**config.mk**
```make
export PLATFORM = sky130hd
export DESIGN_NAME = sdcard_pin_irq
export DESIGN_NICKNAME = d
export VERILOG_FILES = /design/src/rtl/sdcard_pin_irq.sv
export SDC_FILE = /design/constraint.sdc
export NUM_CORES = 1
export LEC_CHECK = 0
export CAP_MARGIN = 0
export CORE_UTILIZATION = 53
export CTS_CLUSTER_SIZE = 8
export DETAILED_ROUTE_END_ITERATION = 6
export GPL_TIMING_DRIVEN = 1
export PLACE_DENSITY_LB_ADDON = 0.1
export SYNTH_ARGS = -nofsm -noshare
export SYNTH_HDL_FRONTEND = slang
export SYNTH_SLANG_ARGS = --single-unit
```
**constraint.sdc**
```tcl
create_clock -name clk -period 2.16 [get_ports clk]
set_input_delay 0.432 -clock clk [delete_from_list [all_inputs] [get_ports clk]]
set_output_delay 0.432 -clock clk [all_outputs]
set_load 0.005 [all_outputs]
```
**src/rtl/sdcard_pin_irq.sv**
```systemverilog
// Pin-change interrupt controller: per-channel 2-flop synchroniser, debounce,
// edge-enabled sticky pending bits (write-1-to-clear) and a single irq output.
module sdcard_pin_irq #(
    parameter int CHANNELS  = 4,
    parameter int DB_W      = 16,
    parameter int DB_CYCLES = 50000
) (
    input  logic                clk,
    input  logic                reset_n,
    input  logic                select,
    input  logic [1:0]          addr,
    input  logic [3:0]          we,
    input  logic [31:0]         wdata,
    output logic [31:0]         rdata,
    output logic                irq,
    input  logic [CHANNELS-1:0] pins
);

    localparam logic [DB_W-1:0] DB_LAST     = DB_W'(DB_CYCLES - 1);
    localparam logic [1:0]      REG_STATUS  = 2'd0;
    localparam logic [1:0]      REG_LEVEL   = 2'd1;
    localparam logic [1:0]      REG_RISE_EN = 2'd2;
    localparam logic [1:0]      REG_FALL_EN = 2'd3;

    logic [CHANNELS-1:0] sync_p0;
    logic [CHANNELS-1:0] sync_p1;
    logic [CHANNELS-1:0] stable;
    logic [CHANNELS-1:0] armed;
    logic [CHANNELS-1:0] pending;
    logic [CHANNELS-1:0] rise_en;
    logic [CHANNELS-1:0] fall_en;
    logic [DB_W-1:0]     cnt     [CHANNELS];
    logic [DB_W-1:0]     cnt_nxt [CHANNELS];

    logic [CHANNELS-1:0] qual;
    logic [CHANNELS-1:0] edge_ev;
    logic [CHANNELS-1:0] rise_ev;
    logic [CHANNELS-1:0] fall_ev;
    logic [CHANNELS-1:0] lane_hit;
    logic [CHANNELS-1:0] clr_bits;
    logic [CHANNELS-1:0] pending_nxt;
    logic                unused_bus;

    // Register bit b lives in byte lane b/8.
    function automatic logic [CHANNELS-1:0] lane_bits(input logic [3:0] lanes);
        logic [CHANNELS-1:0] m;
        for (int b = 0; b < CHANNELS; b++) begin
            m[b] = lanes[b >> 3];
        end
        return m;
    endfunction

    assign unused_bus = ^{wdata, we};

    always_comb begin
        lane_hit = select ? lane_bits(we) : '0;
        clr_bits = (addr == REG_STATUS) ? (lane_hit & wdata[CHANNELS-1:0]) : '0;
        qual     = '0;
        for (int i = 0; i < CHANNELS; i++) begin
            cnt_nxt[i] = cnt[i] + 1'b1;
            // Unarmed channels count cycles since reset regardless of level.
            qual[i] = (cnt[i] == DB_LAST) && (!armed[i] || (sync_p1[i] != stable[i]));
            if (qual[i] || (armed[i] && (sync_p1[i] == stable[i]))) begin
                cnt_nxt[i] = '0;
            end
        end
        edge_ev     = qual & armed;
        rise_ev     = edge_ev & sync_p1 & rise_en;
        fall_ev     = edge_ev & ~sync_p1 & fall_en;
        pending_nxt = (pending & ~clr_bits) | rise_ev | fall_ev;
    end

    always_comb begin
        rdata = '0;
        case (addr)
            REG_STATUS:  rdata[CHANNELS-1:0] = pending;
            REG_LEVEL:   rdata[CHANNELS-1:0] = stable;
            REG_RISE_EN: rdata[CHANNELS-1:0] = rise_en;
            REG_FALL_EN: rdata[CHANNELS-1:0] = fall_en;
            default:     rdata = '0;
        endcase
    end

    always_ff @(posedge clk or negedge reset_n) begin
        if (!reset_n) begin
            sync_p0 <= '0;
            sync_p1 <= '0;
            stable  <= '0;
            armed   <= '0;
            pending <= '0;
            rise_en <= '0;
            fall_en <= '0;
            irq     <= 1'b0;
            for (int i = 0; i < CHANNELS; i++) begin
                cnt[i] <= '0;
            end
        end else begin
            // stage p0 -> p1: synchroniser
            sync_p0 <= pins;
            sync_p1 <= sync_p0;
            // debounce and event stage
            for (int i = 0; i < CHANNELS; i++) begin
                cnt[i] <= cnt_nxt[i];
            end
            stable  <= (stable & ~qual) | (sync_p1 & qual);
            armed   <= armed | qual;
            pending <= pending_nxt;
            irq     <= |pending_nxt;
            if (addr == REG_RISE_EN) begin
                rise_en <= (rise_en & ~lane_hit) | (wdata[CHANNELS-1:0] & lane_hit);
            end
            if (addr == REG_FALL_EN) begin
                fall_en <= (fall_en & ~lane_hit) | (wdata[CHANNELS-1:0] & lane_hit);
            end
        end
    end

endmodule

```
==> results of run 1 <==
==> routing by layer <==
metal / vias up / GRT usage / part of all wire / wire length, µm
li1: 1495 / - / - / -
met1: 1477 / 0.275 / 0.49 / 3950
met2: 52 / 0.320 / 0.47 / 3830
met3: 6 / 0.0330 / 0.031 / 252
met4: 0 / 0.0657 / 0.0064 / 52
met5: - / 0 / 0 / 0
==> repair_timing <==
action / CTS / global route
endpoints found under the setup margin: 4 / 3
resized for setup: 7 / 3
hold buffers: 0 / 0
setup buffers: 4 / 0
==> synth_stat cells <==
cell type   n
nand3b_1    4
ha_1        4
xor2_1     13
and4bb_1    1
or3_1       5
nor3_1     10
mux4_2      4
o21ai_0     7
nor4bb_1    4
a21o_2      2
nand4b_1    2
or4bb_1     4
conb_1      1
nand3_2     2
clkbuf_1    4
nand4_1    14
or4_4       1
a21oi_2     1
and4_1      3
a21o_1      1
and3b_1     2
or4b_1      2
nand2b_1    1
xnor2_1    42
nor2_1     66
nand3_1    21
buf_6       2
mux2_2     12
o31ai_1     1
or4_1       2
nand2_1    22
nor4_1     11
and2_1      1
a32o_1      3
or2_2       3
nor4_2      2
o2bb2ai_1   1
dfrtp_1    93
buf_2       1
nor4b_1     2
and3_1      6
a21oi_1     5
buf_4      28
inv_1      11
==> final cells by class <==
class	count	area, µm²	share of cell area
clock buffer	11	141	0.0281
inverter	11	41.3	0.00822
timing repair buffer	29	282	0.0560
multi-input combinational	315	2040	0.406
clock inverter	5	58.8	0.0117
tap	105	131	0.0262
sequential	93	2330	0.463
==> logic make-up after synthesis <==
group | Yosys count | synth area share
compound gates | 21 | 0.0307
xor+xnor | 55 | 0.106
fa+ha+maj | 4 | 0.0110
buf+inv | 46 | 0.0645
flops | 93 | 0.510
mux | 16 | 0.0494
other cells | 1 | 0.000822
simple gates | 191 | 0.228
==> how the worst max path moves through the flow <==
stage | startpoint | endpoint | slack (ns) | cells past startpoint
CTS | register | rdata[2] | 0.001 | 2
finish | cnt[55] | cnt[53] | 0.14 | 4
global placement | addr[0] | rdata[0] | -0.32 | 3
floorplan | addr[1] | irq | 0.34 | 5
global route | cnt[11] | cnt[6] | 0.05 | 4
detailed placement | addr[0] | rdata[2] | -0.33 | 3
==> through the flow <==
| stage | instance area, µm² | cells | util | setup WS (ns) | hold WS (ns) |
|---|---|---|---|---|---|
| after floorplan | 4660 | 454 | - | 0.341 | 0.136 |
| after CTS | 5020 | 569 | 0.607 | 0.00119 | 0.0607 |
| after detailed placement | 4780 | 549 | 0.579 | -0.325 | 0.340 |
| after global routing | 5020 | 569 | 0.608 | 0.0477 | 0.0765 |
| final | 5020 | 569 | 0.608 | 0.145 | 0.0478 |
| after global placement | 4780 | 549 | 0.579 | -0.320 | 0.333 |
==> power groups by stage <==
stage | sequential, µW | combinational [µW] | clock (µW)
3_5_place_dp | 1850 | 207 | 0
3_3_place_gp | 1850 | 201 | 0
5_1_grt | 1830 | 225 | 1270
4_1_cts | 1820 | 205 | 1210
6_report | 1820 | 197 | 1180
2_1_floorplan | 1840 | 122 | 0
==> summary.md, run 1 <==
| Metric | Value |
|---|---|
| Core Area | 8260 µm² |
| Port bufs | 18 |
| Row count | 33 |
| Fin nets | ~500 |
| RSZ-0062 raised after global routing | false |
| Total grt overflow | 0 |
| Commonest non-fill, non-tap cell in the layout | dfrtp_1 |
| Setup Viol. Count Final | 0 |
| Antenna viol nets, final | 0 |
| Effective utilization at floorplan | 0.552 |
| Fillers | a little under 700 |
| Synth-to-layout area growth | 10.1% |
| Critical Path RT | 2.39 ns |
| Die X | around 95 µm |
| Routability cong. | just under 0.8 |
| IO Pins | 78 |
| Sequential power share | 0.570 |
| NetSw | between 700 and 800 µW |
| Synth area leader | dfrtp_1 |
| R2r startpoint | cnt[55] |
| Layout cells sized above 1 | 0.121 |
| Total Neg Setup Slack | 0 ns |
| CTS buffer count | 9 |
| Critical path's top delay family | simple AND/OR/NAND/NOR gates |
| Worst-skew pair later-pin latency | approximately 0.35 ns |
| First-pass GRT wire length | around 14,000 µm |
| Worst Path Max Fanout | 16 |
| Mean Syn Cell Area | approximately 11 µm² |
| Worst VDD drop | ~0.36 mV |
| CP max stage delay | 0.54 ns |
| CP max-delay cell | or4b_1 |
| Die H | around 95 µm |
| Pwr Total | roughly 3200 µW |
| Cell Chain, Critical Path | or4b_1 > nor4_2 > a21o_2 > nor2_1 |
| Max Clk Rate | 496 MHz |
| Most frequent cells in the layout | dfrtp_1 (93), nor2_1 (66), xnor2_1 (42) |
| Crit path kind | register to register |
| HP Class | primary input to async pin |
| Pint | about 2500 µW |
| Comb pwr share | 0.062 |
| WL/cell | between 10 and 15 µm |
| R2r endpoint | cnt[53] |
| N_diodes | 0 |
| CTS sink cnt | 93 |
| Period utilization | 0.933 |
| Element type at the critical path end | register |
| Overall Global Routing Usage | 0.199 |
| Leak Pwr | between 0.002 and 0.0025 µW |
| Sequential-to-total area share from yosys stat | 0.510 |
| Max cap viols | 0 |
| Initial drt markers | slightly above 90 |
| Detailed-route DRC error count | 0 |
| H-Tree Level Count | 3 |
| Vias in the first global route | between 2,000 and 3,000 |
| Status | finished clean |
| Worst slew pin tran | 0.527 ns |
| Post-synth top area share | 0.510 |
| R2R cell count | 4 |
| CTS root buf | clkbuf_8 |
| DR pass1 iterations | 4 |
| CP Data Arrival Time | roughly 2.3 ns |
| Pin count of the biggest net entering global routing | 40 |
| Post-DP HPWL | 5640 µm |
| Power Dens Cells | 636 nW/µm² |
| Full die area | approximately 9000 µm² |
| Worst R2R Setup Slack | about 0.14 ns |
| Syn. warnings | 0 |
| Syn Inst Count | approximately 430 |
| Sw frac | 0.229 |
| Routed WL | a little over 8000 µm |
| Final Slew Violations | 0 |
| CTS clk-pin slew, worst paths | 0.10 ns |
| Initial antenna violation count | 0 |
| Crit path buffers/inverters | 0 |
| Synthesis-stage register bit count | 93 |
| Bufs on Longest Clock Path | 2 |
| Number of distinct library cells after synthesis | 44 |
| Via density | 5.33 |
| Largest cells by area after synthesis | dfrtp_1 (51%), xnor2_1 (8.1%), nor2_1 (5.4%) |
| Clock power share | 0.369 |
| Worst setup SP type | register |
| Cell Area, Synth | about 4600 µm² |
| Min cycle time layout | a little over 2 ns |
| Max-Slew Margin vs Limit | 0.649 |
| Via count | between 3,000 and 4,000 |
| TritonCTS clock tree | built |
| Hold Fails Final Rpt | 0 |
| Clk_skew | roughly 0.013 ns |
No activity file was read; power rests on OpenSTA's default activity.
==> run 2, diff against run 1 <==
Settings changed: ABC_AREA set to 1, CORE_UTILIZATION 53 to 54, SLEW_MARGIN set to 5.
==> run 2 against run 1 <==
  * Design area grew 9.3%
  * Cell count rose by 38%
  * Global-route usage is 1.4 points higher
  * First-iteration DRC count rose by 76%
  * Non-clock buffer count is 4 lower
  * Synthesized cell count increased by 50%
  * Via count grew 31%
  * Clock skew shrank 0.0028 ns
  * Wire length up 16%
  * Worst setup slack improved by 0.063 ns
  * Total power is 5.1% higher
  * Highest routed layer unchanged
==> summary.md, run 2 <==
| Metric | Value |
|---|---|
| H-Tree Level Count | 3 (unchanged) |
| Min cycle time layout | 1.95 ns (was 2.02 ns) |
| Synthesis-stage register bit count | 93 (unchanged) |
| Layout cells sized above 1 | 0.100 (was 0.121) |
| Most frequent cells in the layout | nand2_1 (135), nor2_1 (108), dfrtp_1 (93) (was dfrtp_1 (93), nor2_1 (66), xnor2_1 (42)) |
| Worst slew pin tran | 0.552 ns (was 0.527 ns) |
| N_diodes | 0 (unchanged) |
| Setup WS pre-CTS | -0.332 ns (was -0.325 ns) |
| Post-cts gate resize count | 9 (was 7) |
| Sequential power share | 0.545 (was 0.570) |
| Power Dens Cells | 611 nW/µm² (was 636 nW/µm²) |
| Worst VDD drop | 0.408 mV (was 0.363 mV) |
| Synth-to-layout area growth | 8.94% (was 10.1%) |
| Period utilization | 0.904 (was 0.933) |
| Worst R2R Setup Slack | 0.56 ns (was 0.14 ns) |
| Largest cells by area after synthesis | dfrtp_1 (46%), nand2_1 (10%), nor2_1 (8.2%) (was dfrtp_1 (51%), xnor2_1 (8.1%), nor2_1 (5.4%)) |
| CP max stage delay | 0.54 ns (about the same) |
| Die H | 98.6 µm (was 94.8 µm) |
| Max-Slew Margin vs Limit | 0.632 (was 0.649) |
| CTS sink cnt | 93 (unchanged) |
| Hold Fails Final Rpt | 0 (unchanged) |
| Routed WL | 9370 µm (was 8090 µm) |
| Worst setup slack after layout | 0.208 ns (was 0.145 ns) |
| Max cap viols | 0 (unchanged) |
| CP max-delay cell | clkdlybuf4s50_1 (was or4b_1) |
| TritonCTS clock tree | built (unchanged) |
| Clock power share | 0.389 (was 0.369) |
| Comb pwr share | 0.067 (was 0.062) |
| Detailed-route DRC error count | 0 (unchanged) |
| R2r startpoint | cnt[16] (was cnt[55]) |
| Final Slew Violations | 0 (unchanged) |
| Routability cong. | 0.891 (was 0.787) |
| Leak Pwr | 0.00267 µW (was 0.00220 µW) |
| Fin util | 0.618 (was 0.608) |
| CTS buffer count | 9 (unchanged) |
| Full die area | 9730 µm² (was 8980 µm²) |
| Mean Syn Cell Area | 7.85 µm² (was 10.7 µm²) |
| RSZ-0062 raised after global routing | false (unchanged) |
| Clk_skew | 0.0102 ns (was 0.0130 ns) |
| Worst-skew pair later-pin latency | 0.37 ns (was 0.35 ns) |
| Crit path kind | register to output pin (was register to register) |
| Crit path buffers/inverters | 2 (was 0) |
| Post-DP HPWL | 6990 µm (was 5640 µm) |
| Top-count cell post-synth | nand2_1 (was dfrtp_1) |
| Syn Inst Count | 642 (was 427) |
| Row count | 34 (was 33) |
| Max Clk Rate | 512 MHz (was 496 MHz) |
| HP Class | primary input to async pin (unchanged) |
| CTS clk-pin slew, worst paths | 0.09 ns (was 0.10 ns) |
| Worst Path Max Fanout | 2 (was 16) |
| Sw frac | 0.239 (was 0.229) |
| Critical Path RT | 1.73 ns (was 2.39 ns) |
| First-pass GRT wire length | 16,500 µm (was 13,800 µm) |
| Via density | 5.07 (was 5.33) |
| Ys async rst share | 1.00 (unchanged) |
| Commonest non-fill, non-tap cell in the layout | nand2_1 (was dfrtp_1) |
| Antenna viol nets, final | 0 (unchanged) |
| Non-Filler Instances | 786 (was 569) |
| Port bufs | 18 (unchanged) |
| Primary FF master, synth | dfrtp_1 (unchanged) |
| Inst Count DP | 770 (was 549) |
| Cell Area, Synth | 5040 µm² (was 4560 µm²) |
| Via count | 3,983 (was 3,030) |
| Setup Viol. Count Final | 0 (unchanged) |
| Worst setup SP type | register (unchanged) |
| Element type at the critical path end | output pin (was register) |
| Total grt overflow | 0 (unchanged) |
| Pin count of the biggest net entering global routing | 44 (was 40) |
| Number of distinct library cells after synthesis | 30 (was 44) |
| Initial drt markers | 162 (was 92) |
| DR pass1 iterations | 5 (was 4) |
| Cell Chain, Critical Path | inv_1 > o2111ai_1 > clkdlybuf4s50_1 (was or4b_1 > nor4_2 > a21o_2 > nor2_1) |
| Bufs on Longest Clock Path | 2 (unchanged) |
| CTS root buf | clkbuf_8 (unchanged) |
| Fin nets | 722 (was 508) |
| WL/cell | 11.9 µm (was 14.2 µm) |
| Hold Buf Count CTS | 0 (unchanged) |
| IO Pins | 78 (unchanged) |
| Post-synth top cells | nand2_1 (136), nor2_1 (110), dfrtp_1 (93) (was dfrtp_1 (93), nor2_1 (66), xnor2_1 (42)) |
| Vias in the first global route | 3,711 (was 2,964) |
| NetSw | 803 µW (was 733 µW) |
| Core Area | 8890 µm² (was 8260 µm²) |
| Critical path's top delay family | buffers and inverters (was simple AND/OR/NAND/NOR gates) |
| Sequential-to-total area share from yosys stat | 0.462 (was 0.510) |
| Status | finished clean (unchanged) |
| Post-synth EDFFs | 0 (unchanged) |
| Post-synth top area share | 0.462 (was 0.510) |
| Initial antenna violation count | 0 (unchanged) |
| Post-CTS Setup Bufs | 0 (was 4) |
| Die X | 98.6 µm (was 94.8 µm) |
| Pint | 2560 µW (was 2460 µW) |
| CP Data Arrival Time | 1.52 ns (was 2.25 ns) |
| Effective utilization at floorplan | 0.567 (was 0.552) |
| Synth area leader | dfrtp_1 (unchanged) |
| Syn. warnings | 0 (unchanged) |
| Pwr Total | 3360 µW (was 3190 µW) |
| Overall Global Routing Usage | 0.214 (was 0.199) |
==> run 2: cell count changes after synthesis, moves of 10 or more <==
cell,change
xnor2_1,-40
nor2_1,+44
o21ai_0,+22
nand3_1,+22
mux2_2,-12
nor3_1,+13
nor4_1,-11
inv_1,+64
nand2_1,+114
xor2_1,+10
nor2_2,+16
==> run 2: stage by stage <==
| stage | TNS, ns | area, µm² | hold slack, ns |
|---|---|---|---|
| after floorplan | 0 | 5140 | 0.136 |
| after global placement | -1.08 | 5260 | 0.336 |
| after detailed placement | -1.27 | 5260 | 0.344 |
| after CTS | 0 | 5490 | 0.0520 |
| after global routing | 0 | 5490 | 0.0811 |
| final | 0 | 5490 | 0.0418 |
==> run 2: power groups by stage <==
stage / Combinational [µW] / Clock [µW] / Sequential [µW]
5_1_grt: 258 / 1400 / 1840
4_1_cts: 230 / 1350 / 1830
3_5_place_dp: 230 / 0 / 1860
2_1_floorplan: 130 / 0 / 1850
3_3_place_gp: 225 / 0 / 1860
6_report: 224 / 1300 / 1830
==> run 2: final timing paths <==
path                               to  depth (start not counted)
max in group asynchronous     cnt[39]                          2
max                          rdata[2]                          3
min                        sync_p0[2]                          1
max reg2reg                   cnt[31]                          8
min reg2reg                sync_p1[1]                          0
min in group clk           sync_p1[1]                          0
==> run 2: cell families after synthesis <==
group / synth area share
simple gates: 0.319
buf+inv: 0.113
flops: 0.462
compound gates: 0.0516
xor+xnor: 0.0434
fa+ha+maj: 0.00993
other cells: 0.000744
==> run 2: per-layer routing <==
| metal | track usage | share of wire |
|---|---|---|
| met5 | 0 | 0 |
| met4 | 0.0804 | 0.015 |
| met3 | 0.0496 | 0.043 |
| met2 | 0.345 | 0.46 |
| met1 | 0.283 | 0.48 |
==> run 2: layout make-up <==
type,instances,area (µm²)
clock buffers,10,128
clock inverters,6,93.8
fillers,814,3400
inverters,81,307
multi-input cells,463,2270
flip-flops and latches,93,2330
well taps,108,135
repair buffers,25,233
